File: src/rtl/mem_pkg.sv
// Shared types and default widths for the data memory controller slice.
package mem_pkg;

   // Controller state: CLEAR while the zeroing sweep runs, READY otherwise
   typedef enum logic {
      CLEAR = 1'b0,
      READY = 1'b1
   } state_t;

   localparam int DATA_W_DEF = 8;
   localparam int ADDR_W_DEF = 8;

endpackage

File: src/rtl/mem_array.sv
// Plain storage array: one synchronous write port, one registered read port.
// Contents have no reset; the controller's clear engine zeroes them instead.
module mem_array #(
   parameter int DATA_W = 8,
   parameter int ADDR_W = 8,
   parameter int DEPTH  = 2**ADDR_W
) (
   input  logic              clk,
   input  logic              we,
   input  logic [ADDR_W-1:0] waddr,
   input  logic [DATA_W-1:0] wdata,
   input  logic [ADDR_W-1:0] raddr,
   output logic [DATA_W-1:0] rdata
);

   logic [DATA_W-1:0] mem [DEPTH];

   // Commit writes and register the read word on every rising edge
   always_ff @(posedge clk) begin
      if (we) begin
         mem[waddr] <= wdata;
      end
      rdata <= mem[raddr];
   end

endmodule

File: src/rtl/data_memory_ctrl.sv
// Data memory controller: valid/ready request port, one-cycle read responses,
// out-of-range detection and a hardware sweep that zeroes every word.
module data_memory_ctrl
   import mem_pkg::*;
#(
   parameter int DATA_W = DATA_W_DEF,
   parameter int ADDR_W = ADDR_W_DEF,
   parameter int DEPTH  = 2**ADDR_W
) (
   input  logic              clk,
   input  logic              rst_n,
   input  logic              req_valid,
   output logic              req_ready,
   input  logic              req_write,
   input  logic [ADDR_W-1:0] req_addr,
   input  logic [DATA_W-1:0] req_wdata,
   input  logic              clear_req,
   output logic              rsp_valid,
   output logic [DATA_W-1:0] rsp_rdata,
   output logic              rsp_err,
   output logic              init_busy
);

   // One extra pointer bit keeps the terminal compare valid when DEPTH = 2**ADDR_W
   localparam logic [ADDR_W:0] DEPTH_P  = (ADDR_W+1)'(DEPTH);
   localparam logic [ADDR_W:0] LAST_PTR = (ADDR_W+1)'(DEPTH - 1);

   state_t            state_q;
   state_t            state_d;
   logic [ADDR_W:0]   ptr_q;
   logic              addr_ok;
   logic              accept;
   logic              rd_accept;
   logic              rsp_valid_q;
   logic              rsp_err_q;
   logic              mem_we;
   logic [ADDR_W-1:0] mem_waddr;
   logic [DATA_W-1:0] mem_wdata;
   logic [ADDR_W-1:0] mem_raddr;
   logic [DATA_W-1:0] mem_rdata;

   assign addr_ok   = {1'b0, req_addr} < DEPTH_P;
   assign accept    = req_valid && req_ready;
   assign rd_accept = accept && !req_write;
   assign mem_raddr = addr_ok ? req_addr : '0;

   // State register
   always_ff @(posedge clk or negedge rst_n) begin
      if (!rst_n) begin
         state_q <= CLEAR;
      end else begin
         state_q <= state_d;
      end
   end

   // Next state: sweep ends after the last word; clear_req restarts it from READY only
   always_comb begin
      state_d = state_q;
      case (state_q)
         CLEAR:   if (ptr_q == LAST_PTR) state_d = READY;
         READY:   if (clear_req)         state_d = CLEAR;
         default: state_d = CLEAR;
      endcase
   end

   // Handshake outputs: clear_req blocks acceptance so it wins over a same-cycle request
   always_comb begin
      req_ready = 1'b0;
      init_busy = 1'b1;
      if (state_q == READY) begin
         req_ready = !clear_req;
         init_busy = 1'b0;
      end
   end

   // Clear pointer advances during the sweep and sits at zero while READY
   always_ff @(posedge clk or negedge rst_n) begin
      if (!rst_n) begin
         ptr_q <= '0;
      end else if (state_q == CLEAR) begin
         ptr_q <= ptr_q + 1'b1;
      end else begin
         ptr_q <= '0;
      end
   end

   // Write port mux: clear engine owns the array during the sweep, requests otherwise
   always_comb begin
      mem_we    = 1'b0;
      mem_waddr = req_addr;
      mem_wdata = req_wdata;
      if (state_q == CLEAR) begin
         mem_we    = 1'b1;
         mem_waddr = ptr_q[ADDR_W-1:0];
         mem_wdata = '0;
      end else begin
         mem_we = accept && req_write && addr_ok;
      end
   end

   // Response flags for reads accepted at the previous edge; reset discards them
   always_ff @(posedge clk or negedge rst_n) begin
      if (!rst_n) begin
         rsp_valid_q <= 1'b0;
         rsp_err_q   <= 1'b0;
      end else begin
         rsp_valid_q <= rd_accept;
         rsp_err_q   <= rd_accept && !addr_ok;
      end
   end

   assign rsp_valid = rsp_valid_q;
   assign rsp_err   = rsp_err_q;
   assign rsp_rdata = (rsp_valid_q && !rsp_err_q) ? mem_rdata : '0;

   mem_array #(
      .DATA_W (DATA_W),
      .ADDR_W (ADDR_W),
      .DEPTH  (DEPTH)
   ) u_mem_array (
      .clk   (clk),
      .we    (mem_we),
      .waddr (mem_waddr),
      .wdata (mem_wdata),
      .raddr (mem_raddr),
      .rdata (mem_rdata)
   );

endmodule

File: config.mk
export PLATFORM = sky130hd
export DESIGN_NAME = data_memory_ctrl
export DESIGN_NICKNAME = d
export VERILOG_FILES = /design/src/rtl/mem_pkg.sv /design/src/rtl/mem_array.sv /design/src/rtl/data_memory_ctrl.sv
export SDC_FILE = /design/constraint.sdc
export NUM_CORES = 2
export LEC_CHECK = 0
export ABC_AREA = 0
export CAP_MARGIN = 20
export CORE_UTILIZATION = 58
export DETAILED_ROUTE_END_ITERATION = 10
export PLACE_DENSITY = 0.81
export RECOVER_POWER = 100
export SYNTH_ARGS = -nofsm -noshare
export SYNTH_HDL_FRONTEND = slang
export SYNTH_SLANG_ARGS = --single-unit
File: constraint.sdc
create_clock -name clk -period 16.65 [get_ports clk]
set_input_delay 1.665 -clock clk [delete_from_list [all_inputs] [get_ports clk]]
set_output_delay 1.665 -clock clk [all_outputs]
set_load 0.03 [all_outputs]
==> impl_results.md <==
* Clock Latency Late Sink at 0.81 ns
* Sw power at 2.43 mW
* DRT iter0 DRCs at 7,020
* Starting Density at 0.584
* Register area share after synthesis at 0.771
* Most frequent cell after synthesis: edfxtp_1
* Setup_tns at 0 ns
* Remaining antenna violation count at 0
* Hold Path Class: reg2reg
* Maximum clock path buffer count at 3
* Top cells by count, synth: edfxtp_1, mux4_2, nor2_1
* Layout cells sized above 1 at 0.186
* Warnings from Yosys at 0
* Register area at 0.0619 mm²
* Post-synthesis area per instance at 20.7 µm²
* Largest net degree at the start of global routing at 257
* Clock share of power at 0.391
* Post-synth cell types at 68
* Fin util at 0.640
* Post-CTS setup buffer count at 0
* Initial antenna violation count at 6
* EDFF count, synth at 2,048
* Synth top area share at 0.766
* Final Instance Area at 0.0880 mm²
* Max rail drop VDD at 0.112 mV
* FP Rows at 136
* Max_cap viols at 19
* Die height at 374 µm
* Slew Limit Fails at 1,389
* Synth async-reset ratio at 0.00532
* Synthesized instance count at 3,882
* Worst-path fanout max at 120
* Hold Path End: ptr_q[0]
* Seq pwr share at 0.539
* Vias at 41,982
* Hpwl dp at 110 mm
* Port bufs at 31
* CP max stage delay at 3.44 ns
* Clock transition at path regs at 0.07 ns
* Crit-path cells: clkbuf_1, clkbuf_1, buf_12, buf_12, mux4_2, a22oi_1, a21oi_1, nor4_1, nor4_1
* Routed len/inst at 33.8 µm
* Fillers at 8,477
* Gpl congestion at 0.896
* FF+latch count, synth at 2,067
* Syn nets at 3,905
* Via/cell ratio at 7.08
* Setup crit start kind: input pin
* Total power at 10.7 mW
* CTS tree: yes
* RSZ-0062 raised after global routing: false
* TritonCTS Sinks at 2,067
* Cell Pwr Density at 122 mW/mm²
* Leak at 29.0 nW
* Top FF cell, synth: edfxtp_1
* Synth top area cells: edfxtp_1, mux4_2, mux2i_1
* Vias in the first global route at 41,503
* Die Wd at 374 µm
* HP Start: ptr_q[0]
* Worst r2r path cells at 4
* Fmax at 0.0951 GHz
* Final min period at 10.52 ns
* Yosys top cell by area: edfxtp_1
* Post-detailed-placement cell area at 0.0823 mm²
* FF-to-FF setup slack at 6.31 ns
* Hold depth at 1
* Final wirelength at 201 mm
* Final worst-path cycle share at 0.632
* CP max stage cell: clkbuf_1
* Crit Path Category: in2reg
* Remaining Overflow, GRT at 0
* Root buf cell: clkbuf_16
* CTS HTree Levels at 4
* Final Hold Viols at 0
* Comb pwr share at 0.070
* # setup viols final at 0
* Die Area at 0.140 mm²
* Clock Skews at 0.0303 ns
* Failing checks: capacitance limit, slew limit
* Status: complete, but fails checks
* I/O Pins at 33
* CTS Buf Count at 190
* Sw Share at 0.227
* First-pass GRT wire length at 288 mm
* Setup crit end kind: flop
* # resized after CTS at 0
* Area of the mapped netlist at 0.0803 mm²
* CP required at 17.29 ns
* Hold WS at 0.593 ns
* Crit path DAT at 11.16 ns
* R2R Path Start: state_q
* Syn-to-layout area delta at 9.60%
* Crit Reg-Reg Endpoint: u_mem_array.mem[187][5]
* Drt drc at 0
* Core Footprint at 0.137 mm²
* Gr usage total at 0.286
* Max-slew headroom at -2.57
* Final nets at 3,998
* Multi-input logic area at 0.0169 mm²
* # hold bufs at CTS at 0
* DRT Pass-1 Iters at 8
* Worst Tran Pin Value at 5.36 ns
* P_int at 8.29 mW
state kept, by name (all words and copies together), names as in the netlist:
name,cells
u_mem_array.mem,2048
ptr_q,9
u_mem_array.rdata,8
rsp_valid,1
state_q,1
worst max path at each step:
stage | from | slack (ns) | cells after the start | end
finish | req_addr[0] | 6.13 | 9 | u_mem_array.rdata[7]
global route | req_addr[0] | 5.70 | 9 | u_mem_array.rdata[2]
CTS | req_addr[0] | 10.62 | 9 | u_mem_array.rdata[7]
detailed placement | req_addr[0] | 9.85 | 9 | u_mem_array.rdata[7]
global placement | req_addr[0] | 9.80 | 9 | u_mem_array.rdata[3]
floorplan | req_wdata[0] | 10.89 | 1 | u_mem_array.mem[0][0]
kinds of logic after synthesis:
group	count (synthesis)	synth area share
flops	2067	0.771
simple gates	553	0.0309
compound gates	411	0.0353
fa+ha+maj	2	0.000312
other cells	1	0.0000467
mux	599	0.143
xor+xnor	6	0.000654
buf+inv	243	0.0191
power by group through the flow:
| stage | clock, mW | combinational (mW) | sequential, mW |
|---|---|---|---|
| finish | 4.19 | 0.755 | 5.78 |
| CTS | 4.20 | 0.728 | 5.78 |
| global route | 4.39 | 0.766 | 5.78 |
| floorplan | 0 | 0.438 | 5.86 |
| detailed placement | 0 | 0.714 | 5.88 |
| global placement | 0 | 0.701 | 5.88 |
layout make-up:
class / count / area share
sequential: 2067 / 0.704
multi-input combinational: 1572 / 0.192
clock buffer: 259 / 0.0591
tap: 1794 / 0.0255
timing repair buffer: 138 / 0.0116
clock inverter: 87 / 0.00770
inverter: 6 / 0.000256
antenna: 3 / 0.0000853
placed cells by master (no fill, tap or decap), types with 6 or more instances in the layout:
cell,n
buf_4,56
mux2i_1,165
dfxtp_1,8
mux4_2,427
a31oi_1,10
and2_0,9
inv_6,6
clkdlybuf4s50_1,13
mux4_1,7
nor3_1,64
clkinv_2,27
a221oi_1,28
bufinv_16,10
a21oi_1,91
nor2_1,287
nand3_1,18
a22o_1,12
nor4b_1,6
and2_1,9
dfrtp_1,11
a22oi_1,124
nand2_1,76
edfxtp_1,2048
clkinv_1,43
clkbuf_1,103
o21ai_0,21
or2_2,7
o221ai_1,38
clkbuf_16,197
o22ai_1,54
nor4_1,22
dlygate4sd3_1,13
nand2b_1,12
worst max-delay path: cells and delay by family:
| kind | cells | cell delay, ns |
|---|---|---|
| AO/OA/AOI/OAI | 2 | 0.48 |
| buffers and inverters | 4 | 6.64 |
| AND/OR/NAND/NOR | 2 | 1.14 |
| multiplexers | 1 | 0.61 |
metal layers:
metal / vias to the layer above / routed length [µm] / global-route usage
met1: 21457 / 69200 / 0.385
met2: 3541 / 95200 / 0.445
met5: - / 78 / 0
met3: 601 / 26200 / 0.0764
met4: 10 / 9950 / 0.129
li1: 16373 / - / -
per-stage QoR:
step	cells	worst slack [ns]
3_5_place_dp	5572	9.85
2_1_floorplan	3882	10.89
6_report	5926	6.13
4_1_cts	5918	10.62
3_3_place_gp	5557	9.80
5_1_grt	5923	5.70
No activity file was read; power rests on OpenSTA's default activity.
